`config.mk`:
```
export PLATFORM = sky130hd
export DESIGN_NAME = sample_capture_flat
export DESIGN_NICKNAME = d
export VERILOG_FILES = /design/src/rtl/sample_capture_if.sv /design/src/rtl/sample_capture.sv /design/src/flat_wrapper.sv
export SDC_FILE = /design/constraint.sdc
export NUM_CORES = 1
export LEC_CHECK = 0
export BUFFER_PORTS_ARGS = -buffer_cell sky130_fd_sc_hd__buf_2
export CORE_MARGIN = 2
export CORE_UTILIZATION = 30
export DETAILED_ROUTE_END_ITERATION = 16
export REMOVE_ABC_BUFFERS = 1
export SLEW_MARGIN = 20
export SYNTH_ARGS = -nofsm -noshare
export SYNTH_HDL_FRONTEND = slang
export SYNTH_SLANG_ARGS = --single-unit
```
`constraint.sdc`:
```
create_clock -name sysclk -period 9.1 [get_ports sysclk]
set_input_delay 1.365 -clock sysclk [delete_from_list [all_inputs] [get_ports sysclk]]
set_output_delay 1.365 -clock sysclk [all_outputs]
set_load 0.05 [all_outputs]
```
`src/rtl/sample_capture_if.sv`:
```
// Sampling port between the FPGA requester and the QLA-side capture block,
// plus the board register read bus that the capture block borrows while busy.
interface sample_capture_if;
  logic        sample_start;
  logic [3:0]  sample_chan;
  logic [31:0] timestamp;
  logic        sample_busy;
  logic [15:0] reg_raddr;
  logic [31:0] reg_rdata;
  logic [5:0]  sample_raddr;
  logic [31:0] sample_rdata;
  logic        sample_done;

  modport slave (
    input  sample_start, sample_chan, timestamp, reg_rdata, sample_raddr,
    output sample_busy, reg_raddr, sample_rdata, sample_done
  );

  modport master (
    output sample_start, sample_chan, timestamp, reg_rdata, sample_raddr,
    input  sample_busy, reg_raddr, sample_rdata, sample_done
  );
endinterface

```
`src/rtl/sample_capture.sv`:
```
// Block-read sample responder: walks a fixed register address list into a sample buffer.
// Optional SAMPLE_CAPTURE_DBLBUF_EN: double-buffered banks so reads always see the last full frame.
module sample_capture #(
  parameter int NUM_MOTORS   = 4,
  parameter int NUM_ENCODERS = 4
) (
  input  logic            sysclk,
  input  logic            reset,
  sample_capture_if.slave bus
);
  localparam int         NUM_QUADS  = 4 + 2 * NUM_MOTORS + 5 * NUM_ENCODERS;
  localparam logic [5:0] LAST_IDX   = 6'(NUM_QUADS - 1);
  localparam logic [6:0] QUAD_LIMIT = 7'(NUM_QUADS);
  localparam logic [5:0] ADC_BASE   = 6'd4;
  localparam logic [5:0] MST_BASE   = 6'(4 + NUM_MOTORS);
  localparam logic [5:0] ENC_BASE   = 6'(4 + 2 * NUM_MOTORS);
  localparam logic [5:0] ENC_N      = 6'(NUM_ENCODERS);

  if (NUM_MOTORS < 1 || NUM_MOTORS > 8) begin : g_bad_motors
    $error("sample_capture: NUM_MOTORS must be in 1..8");
  end
  if (NUM_ENCODERS < 1 || NUM_ENCODERS > 8) begin : g_bad_encoders
    $error("sample_capture: NUM_ENCODERS must be in 1..8");
  end
  if (NUM_QUADS > 64) begin : g_bad_quads
    $error("sample_capture: frame does not fit the 64-entry buffer");
  end

  typedef enum logic [1:0] {
    IDLE  = 2'd0,
    RUN   = 2'd1,
    FLUSH = 2'd2,
    DONE  = 2'd3
  } state_t;

  // Encoder entries are grouped by register type, channel is the inner loop.
  function automatic logic [15:0] quad_addr(input logic [5:0] idx);
    logic [15:0] a;
    logic [5:0]  k;
    k = idx - ENC_BASE;
    if (idx == 6'd2) begin
      a = 16'h000A;
    end else if (idx == 6'd3) begin
      a = 16'h000B;
    end else if (idx >= ADC_BASE && idx < MST_BASE) begin
      a = {8'h00, 4'(idx - 6'd3), 4'h0};
    end else if (idx >= MST_BASE && idx < ENC_BASE) begin
      a = {8'h00, 4'(idx - MST_BASE + 6'd1), 4'hC};
    end else if (idx >= ENC_BASE) begin
      a = {8'h00, 4'(k % ENC_N + 6'd1), 4'h2 + 4'(k / ENC_N)};
    end else begin
      a = 16'h0000;
    end
    return a;
  endfunction

  state_t      state_r, state_nxt_s;
  logic [5:0]  index_r, index_nxt_s;
  logic        busy_r, busy_nxt_s;
  logic        done_r, done_nxt_s;
  logic [15:0] raddr_r, raddr_nxt_s;
  logic        cap_valid_r;
  logic [5:0]  cap_idx_r;
  logic [31:0] rdata_r;
  logic        wr_en_s;
  logic [5:0]  wr_addr_s;
  logic [31:0] wr_data_s;
  logic        rd_in_range_s;

  assign bus.sample_busy  = busy_r;
  assign bus.sample_done  = done_r;
  assign bus.reg_raddr    = raddr_r;
  assign bus.sample_rdata = rdata_r;
  assign rd_in_range_s    = ({1'b0, bus.sample_raddr} < QUAD_LIMIT);

  // State, index and registered outputs; read data trails the address by one cycle.
  always_ff @(posedge sysclk) begin
    if (reset) begin
      state_r     <= IDLE;
      index_r     <= 6'd0;
      busy_r      <= 1'b0;
      done_r      <= 1'b0;
      raddr_r     <= 16'h0000;
      cap_valid_r <= 1'b0;
      cap_idx_r   <= 6'd0;
    end else begin
      state_r     <= state_nxt_s;
      index_r     <= index_nxt_s;
      busy_r      <= busy_nxt_s;
      done_r      <= done_nxt_s;
      raddr_r     <= raddr_nxt_s;
      cap_valid_r <= (state_r == RUN);
      cap_idx_r   <= index_r;
    end
  end

  // Next state; starts outside IDLE are dropped, not queued.
  always_comb begin
    state_nxt_s = state_r;
    index_nxt_s = index_r;
    case (state_r)
      IDLE: begin
        if (bus.sample_start) begin
          state_nxt_s = RUN;
          index_nxt_s = 6'd1;
        end else begin
          state_nxt_s = IDLE;
          index_nxt_s = 6'd0;
        end
      end
      RUN: begin
        if (index_r == LAST_IDX) begin
          state_nxt_s = FLUSH;
          index_nxt_s = 6'd0;
        end else begin
          state_nxt_s = RUN;
          index_nxt_s = index_r + 6'd1;
        end
      end
      FLUSH: begin
        state_nxt_s = DONE;
        index_nxt_s = 6'd0;
      end
      DONE: begin
        state_nxt_s = IDLE;
        index_nxt_s = 6'd0;
      end
      default: begin
        state_nxt_s = IDLE;
        index_nxt_s = 6'd0;
      end
    endcase
  end

  // Output values for the coming cycle.
  always_comb begin
    busy_nxt_s = (state_nxt_s == RUN) || (state_nxt_s == FLUSH);
    done_nxt_s = (state_nxt_s == DONE);
    if (state_nxt_s == RUN) begin
      raddr_nxt_s = quad_addr(index_nxt_s);
    end else begin
      raddr_nxt_s = 16'h0000;
    end
  end

  // Header quadlet at start, then register data one cycle behind its address.
  always_comb begin
    wr_en_s   = 1'b0;
    wr_addr_s = 6'd0;
    wr_data_s = 32'h0000_0000;
    if (reset) begin
      wr_en_s = 1'b0;
    end else if (state_r == IDLE && bus.sample_start) begin
      wr_en_s   = 1'b1;
      wr_addr_s = 6'd0;
      wr_data_s = {bus.sample_chan, bus.timestamp[27:0]};
    end else if (cap_valid_r) begin
      wr_en_s   = 1'b1;
      wr_addr_s = cap_idx_r;
      wr_data_s = bus.reg_rdata;
    end else begin
      wr_en_s = 1'b0;
    end
  end

`ifdef SAMPLE_CAPTURE_DBLBUF_EN
  logic [31:0] bank_r [0:1][0:63];
  logic        front_r;
  logic        bank_valid_r;

  // Capture always lands in the back bank.
  always_ff @(posedge sysclk) begin
    if (wr_en_s) begin
      bank_r[~front_r][wr_addr_s] <= wr_data_s;
    end
  end

  // Swap on frame completion, together with sample_done.
  always_ff @(posedge sysclk) begin
    if (reset) begin
      front_r      <= 1'b0;
      bank_valid_r <= 1'b0;
    end else if (state_nxt_s == DONE) begin
      front_r      <= ~front_r;
      bank_valid_r <= 1'b1;
    end
  end

  // Read port serves the front bank only.
  always_ff @(posedge sysclk) begin
    if (reset) begin
      rdata_r <= 32'h0000_0000;
    end else if (bank_valid_r && rd_in_range_s) begin
      rdata_r <= bank_r[front_r][bus.sample_raddr];
    end else begin
      rdata_r <= 32'h0000_0000;
    end
  end
`else
  logic [31:0] buf_r [0:63];

  // Single bank: contents are only coherent after sample_done.
  always_ff @(posedge sysclk) begin
    if (wr_en_s) begin
      buf_r[wr_addr_s] <= wr_data_s;
    end
  end

  // Registered read; same-cycle write to the same entry returns the old word.
  always_ff @(posedge sysclk) begin
    if (reset) begin
      rdata_r <= 32'h0000_0000;
    end else if (rd_in_range_s) begin
      rdata_r <= buf_r[bus.sample_raddr];
    end else begin
      rdata_r <= 32'h0000_0000;
    end
  end
`endif
endmodule

```
`src/flat_wrapper.sv`:
```
// flat-port wrapper written by rule: the top's interface ports become plain ports
module sample_capture_flat 
#(
  parameter int NUM_MOTORS   = 4,
  parameter int NUM_ENCODERS = 4
)
  (sysclk, reset, bus_sample_start, bus_sample_chan, bus_timestamp, bus_reg_rdata, bus_sample_raddr, bus_sample_busy, bus_reg_raddr, bus_sample_rdata, bus_sample_done);
  sample_capture_if bus_i ();
  input  logic sysclk;
  input  logic reset;
  input wire logic [$bits(bus_i.sample_start)-1:0] bus_sample_start;
  input wire logic [$bits(bus_i.sample_chan)-1:0] bus_sample_chan;
  input wire logic [$bits(bus_i.timestamp)-1:0] bus_timestamp;
  input wire logic [$bits(bus_i.reg_rdata)-1:0] bus_reg_rdata;
  input wire logic [$bits(bus_i.sample_raddr)-1:0] bus_sample_raddr;
  output wire logic [$bits(bus_i.sample_busy)-1:0] bus_sample_busy;
  output wire logic [$bits(bus_i.reg_raddr)-1:0] bus_reg_raddr;
  output wire logic [$bits(bus_i.sample_rdata)-1:0] bus_sample_rdata;
  output wire logic [$bits(bus_i.sample_done)-1:0] bus_sample_done;
  assign bus_i.sample_start = bus_sample_start;
  assign bus_i.sample_chan = bus_sample_chan;
  assign bus_i.timestamp = bus_timestamp;
  assign bus_i.reg_rdata = bus_reg_rdata;
  assign bus_i.sample_raddr = bus_sample_raddr;
  assign bus_sample_busy = bus_i.sample_busy;
  assign bus_reg_raddr = bus_i.reg_raddr;
  assign bus_sample_rdata = bus_i.sample_rdata;
  assign bus_sample_done = bus_i.sample_done;
  sample_capture #(.NUM_MOTORS(NUM_MOTORS), .NUM_ENCODERS(NUM_ENCODERS)) u_core (.sysclk(sysclk), .reset(reset), .bus(bus_i));
endmodule
```
Word level (Yosys, flattened, before mapping)
Memory sizes are Yosys's and may differ from the RTL's. A register that Yosys moved wholly into a read port is not among the register bits.
Index checks and enable logic that the tools add are counted.
{"block": "totals", "out_inout_bits": 50, "mem_count": 1, "mem_bits_rw": 2048, "elab_cells": 70, "register_bits": 33, "input_bits": 77}
{"memory": "u_core.buf_r", "depth": 64, "word_bits": 32, "read_ports": 1, "rd_clocked_by_memory_dff": 1, "wr": 1, "line": "sample_capture.sv:200", "source": "logic [31:0] buf_r [0:63];"}
{"block": "classes", "bitwise_logic": 2, "n_reduce_logical": 12, "n_lt_le_gt_ge": 6, "n_addsub": 7, "muxes": 22, "eq_ne": 9}
{"op": "2-to-1 mux 32 bit", "n": 3}
{"op": "2-to-1 mux 6 bit", "n": 4}
{"op": "2-to-1 mux 8 bit", "n": 3}
{"op": "case mux 6 bit (3 select lines)", "n": 1}
{"op": "== test 6 x 2 -> 1 bit (second input constant)", "n": 2}
{"op": "greater-or-equal comparator 6 x 4 -> 1 bit (second input constant)", "n": 2}
{"op": "less-than comparator 6 x 4 -> 1 bit (second input constant)", "n": 2}
{"op": "== test 2 bit (second input constant)", "n": 4}
{"op": "2-to-1 mux 4 bit", "n": 2}
{"op": "case mux 2 bit (4 select lines)", "n": 1}
{"op": "2-to-1 mux 1 bit", "n": 7}
{"op": "adder 6 x 1 -> 6 bit (second input constant)", "n": 1}
{"op": "== test 6 x 5 -> 1 bit (second input constant)", "n": 1}
{"op": "greater-or-equal comparator 6 x 3 -> 1 bit (second input constant)", "n": 1}
{"op": "less-than comparator 6 bit (second input constant)", "n": 1}
{"op": "OR reduction 2 bit", "n": 3}
{"op": "OR reduction 6 bit", "n": 1}
{"op": "subtractor 6 x 4 -> 6 bit (second input constant)", "n": 1}
{"op": "OR reduction 5 bit", "n": 1}
{"op": "adder 2 x 4 -> 4 bit (first input constant)", "n": 1}
{"op": "adder 4 x 1 -> 4 bit (second input constant)", "n": 1}
{"op": "== test 2 x 1 -> 1 bit (second input constant)", "n": 2}
{"op": "OR reduction 4 bit", "n": 1}
{"op": "subtractor 4 x 2 -> 4 bit (second input constant)", "n": 1}
{"op": "other kinds (8)", "n": 11}

Longest topological paths before layout
{"block": "logic_depth", "depth_word": 10, "depth_mapped": 12, "depth_no_buf": 12}

Least setup slack after synthesis
Ideal clock, no wire load.
{"block": "synth_timing", "path_kind": "in2reg", "startpoint": "input port reset", "endpoint": "memory u_core.buf_r[24][0] (enable)", "path_stages": 4, "setup_time_ps": 421, "path_buffers": 1, "arrival_ps": 3649, "path_slack_ps": 5030, "t_required_ps": 8679, "cell_sequence": "a211oi_2 -> buf_2 -> nand4b_1 -> nor2_1"}
{"block": "synth_between", "elab_chain_cells": 3, "elab_cells_between_ends": 4, "classes_between": "4 x mux"}
{"element": "from (decl)", "line": "flat_wrapper.sv:10", "source": "input logic reset;"}
{"element": "2-to-1 mux 1 bit", "line": "sample_capture.sv:151", "source": "if (reset) begin"}
{"element": "2-to-1 mux 1 bit", "line": "sample_capture.sv:204", "source": "if (wr_en_s) begin"}
{"element": "2-to-1 mux 1 bit (not written as such)", "line": "sample_capture.sv:205", "source": "buf_r[wr_addr_s] <= wr_data_s;"}
{"element": "to (decl)", "line": "sample_capture.sv:200"}
Parallel ways exist; a longest one is shown, timed or not.

Worst setup path after layout
{"block": "layout_timing", "startpoint": "input port reset", "endpoint": "memory u_core.buf_r[24][20] (enable)"}
The elaborated chain is that of the path after synthesis.

==> results list <==
- WP data required: 9.40 ns
* Unrepaired setup endpoints after global routing: false
* Area enclosed by the die boundary: 141,000 um^2
* Count of buffers added by post-CTS timing repair for setup: 0
- Critical path type: in2reg
- The critical path goes through buf_2 -> a211oi_4 -> buf_4 -> nand4b_1 -> nor2_4 -> buf_4.
- For this configuration, the core starts out at a cell density of 30.2%.
* YS warnings: 0
- Initial detailed-routing violation count: 1,885
- Slew at the pin with the worst max-slew slack: 1.11 ns
- Of the post-synthesis cell area, the part taken by muxes is 17.4%.
* Final setup violation count: 0
- The H-tree was split into 3 levels.
- Dividing total power by cell area gives a power density of 214 nW/um^2.
* Relative slew margins: 26.3%
- Number of I/O pins: 127
- The cell family contributing the most delay on the critical path is simple AND/OR/NAND/NOR gates.
* Cts bufs inserted: 110
* WL per Instance: 25.2 um
* Final standard cell utilization of the core: 34.8%
* Mapped Area: 41,500 um^2
- For this run, design rule violations remaining after detail routing come to 0.
* Area fraction of the dominant cell type after synthesis: 74.1%
* Final slew viol count: 0
- After detailed placement, the total cell area comes to 44,400 um^2.
* Final worst-path cycle share: 49.3%
- In the post-synthesis netlist, the biggest area contributors are sky130_fd_sc_hd__edfxtp_1, sky130_fd_sc_hd__mux4_2, sky130_fd_sc_hd__dfxtp_1, sky130_fd_sc_hd__a22o_1, sky130_fd_sc_hd__buf_6.
* Max_cap viols: 0
- Using the TritonRoute via totals, the vias-per-cell ratio works out to 4.94.
- For this run, the slowest stage of the critical path takes 0.90 ns.
- Max Clock Skew: 0.0268 ns
- Overall die width: 376 um
- Antenna violations before repair: 1
* Drt total wl: 97,700 um
- Counting both buffers and inverters, the worst setup path holds a total of 3.
* Setup slack at placement: 3.91 ns
- Number of sinks on the clock net: 1,081
* Number of buffers inserted for hold repair after clock tree synthesis: 0
- After synthesis, the largest family of logic cells by area is multiplexers.
- Worst min-delay path class: reg2reg
* Core Box Area: 137,000 um^2
- Final Critical Period: 4.48 ns
* Synthesized instance count: 1,809
- Critical path capture point type: flip-flop
- The congestion estimate from routability-driven global placement came to 0.734.
- Entering global routing, the biggest net connects 113 pins.
- Adder-cell share of the synthesized area: 0.331%
* Leak Pwr: 15.2 nW
* Cell with the largest stage delay on the worst path: sky130_fd_sc_hd__nand4b_1
* Most common flop cell mapped by yosys: sky130_fd_sc_hd__edfxtp_1
- Clock tree from TritonCTS: built
- Relative to the synthesized area, the layout overhead comes to 15.3%.
- STA classifies the critical path startpoint as a primary input.
- Of all nets on the critical path, the largest fanout is 42.
- Counting flops with a built-in enable in the synthesized netlist gives 1,024.
- The total overflow left after global routing is 0.
- The worst path meets setup with 4.62 ns of slack.
- Tot GR Track Use: 13.7%
- The floorplan step set the die height to 376 um.
- Most common cell after layout, fill and taps aside: sky130_fd_sc_hd__edfxtp_1
* Post-layout instance area: 47,900 um^2
- Data on the critical path arrives at its endpoint at 4.78 ns.
- Hold Fails Final Rpt: 0
- The run finished with clean final reports.
- After floorplanning, the core was divided into 136 placement rows.
- Total of flip-flops plus latches after synthesis: 1,081
- The largest total area in the synthesized netlist belongs to sky130_fd_sc_hd__edfxtp_1.
* Insertion delay to the later sink of the worst-skew pair: 0.68 ns
- Antenna diode count: 0
- The detail route stage leaves a number of antenna-violating nets equal to 0.
- Clk slew on worst S/H paths: 0.06 ns
- The synthesized netlist devotes 0.127% of its cell area to XOR and XNOR gates.
- During placement, the flow inserted port buffers numbering 114.
* Detailed-routing iteration count for the pre-antenna-repair pass: 5
- At the end of the flow, the number of nets in the layout was 2,073.
* Leading cell types in the layout, fill and taps excluded: sky130_fd_sc_hd__edfxtp_1, sky130_fd_sc_hd__mux4_2, sky130_fd_sc_hd__clkbuf_16
* Share of the yosys chip area belonging to registers: 76.8%
- Fraction of registers with async set/reset: 0%
- In this run the clock root is driven by a sky130_fd_sc_hd__clkbuf_16.
- Summing the areas of all and, or, nand and nor instances in the mapped netlist gives 1.43% of the synthesized area.
- Post-CTS Resized: 0
- The HPWL after detailed placement is 50,900 um.
- Summed over all failing endpoints, the final setup total negative slack is 0 ns.
- The number of global-route vias before repair came to 20,400.
* Max Root-Sink Buffers: 3
- Counting tap cells, the placed design contains a total of 3,667 instances.
- Maximum vdd ir drop: 0.000127 V
- Compound-Gate Fraction of Synth Area: 1.81%
- The most numerous cell type found on the critical path is sky130_fd_sc_hd__buf_4.
- Vias after detailed routing: 19,100
- After synthesis, the netlist uses 54 different library cells.
- Synth Area per Inst: 23.0 um^2
* Timing-limited maximum frequency: 223 MHz
- The post-route netlist has 33.3% of its cells at a drive strength greater than 1.
* Global-route wire length before repair: 140,000 um
- Final Instance Count excl. Fillers: 3,870
==> cell usage after synthesis (2+ instances only) <==
cell	number
sky130_fd_sc_hd__nor3_1	6
sky130_fd_sc_hd__buf_4	14
sky130_fd_sc_hd__clkbuf_1	46
sky130_fd_sc_hd__clkinv_1	20
sky130_fd_sc_hd__a21oi_1	3
sky130_fd_sc_hd__o211ai_1	4
sky130_fd_sc_hd__buf_6	21
sky130_fd_sc_hd__o21ai_0	9
sky130_fd_sc_hd__nor2_1	51
sky130_fd_sc_hd__ha_1	11
sky130_fd_sc_hd__nand2_1	15
sky130_fd_sc_hd__inv_1	49
sky130_fd_sc_hd__or3_1	3
sky130_fd_sc_hd__and3_1	3
sky130_fd_sc_hd__o31a_1	2
sky130_fd_sc_hd__nand4b_1	2
sky130_fd_sc_hd__nand2b_1	7
sky130_fd_sc_hd__nor2b_1	13
sky130_fd_sc_hd__nand3_1	7
sky130_fd_sc_hd__a211oi_1	5
sky130_fd_sc_hd__xnor2_1	3
sky130_fd_sc_hd__buf_2	13
sky130_fd_sc_hd__a22o_1	32
sky130_fd_sc_hd__nand4_1	2
sky130_fd_sc_hd__xor2_1	3
sky130_fd_sc_hd__and2_1	3
sky130_fd_sc_hd__o22ai_1	32
sky130_fd_sc_hd__edfxtp_1	1024
sky130_fd_sc_hd__buf_1	5
sky130_fd_sc_hd__inv_2	2
sky130_fd_sc_hd__mux4_2	320
sky130_fd_sc_hd__dfxtp_1	57
==> final timing paths <==
path | slack [ns] | to | depth (start not counted) | start
setup / recovery | 4.62 | u_core.buf_r[24][20] | 6 | reset
hold / removal | 0.53 | u_core.cap_idx_r[1] | 1 | u_core.index_r[1]
setup reg to reg | 5.11 | u_core.buf_r[24][20] | 6 | u_core.state_r[1]
hold reg to reg | 0.53 | u_core.cap_idx_r[1] | 1 | u_core.index_r[1]
==> worst reg2reg max path: stages (launching register included) <==
cell	delay [ns]
sky130_fd_sc_hd__dfxtp_1	0.42
sky130_fd_sc_hd__nor2_1	0.12
sky130_fd_sc_hd__a211oi_4	0.23
sky130_fd_sc_hd__buf_4	0.63
sky130_fd_sc_hd__nand4b_1	0.93
sky130_fd_sc_hd__nor2_4	0.74
sky130_fd_sc_hd__buf_4	0.54
==> routing by layer <==
metal / vias up / global-route usage [%] / wire length (um)
met5: - / 0 / 0
met4: 0 / 3.42 / 1670
met3: 131 / 2.86 / 6920
met2: 656 / 23.5 / 49000
met1: 10400 / 17.8 / 40000
li1: 7972 / - / -
==> area by class of cell <==
type                            instances  area, um^2
Sequential cell                      1081       31900
Timing Repair Buffer                  156         948
Clock inverter                         47         372
Multi-Input combinational cell        565        9080
Clock buffer                          156        3090
Tap cell                             1794        2240
Fill cell                           12600       89600
Inverter                               71         267
==> flip-flops by register name, summed over array words and instances, names as in the netlist <==
register,cells
u_core.bus.sample_busy,1
u_core.bus.reg_raddr,8
u_core.buf_r,1024
u_core.cap_idx_r,6
u_core.cap_valid_r,1
u_core.index_r,6
u_core.bus.sample_rdata,32
u_core.bus.sample_done,1
u_core.state_r,2
==> stage by stage <==
stage          hold slack, ns  power (mW)
3_3_place_gp            0.502        6.06
2_1_floorplan           0.474        5.86
4_1_cts                 0.522        10.4
5_1_grt                 0.544        10.6
3_5_place_dp            0.514        6.07
6_report                0.532        10.3
==> power breakdown <==
group	internal [mW]	switching [mW]
sequential	5.46	0.00874
clock	2.49	1.81
combinational	0.190	0.296
total	8.15	2.12
==> cells by family after synthesis <==
family,Yosys count
flops,1081
simple gates,119
buf+inv,170
compound gates,100
mux,321
other cells,1
fa+ha+maj,11
xor+xnor,6
(Power assumes the default switching activity.)
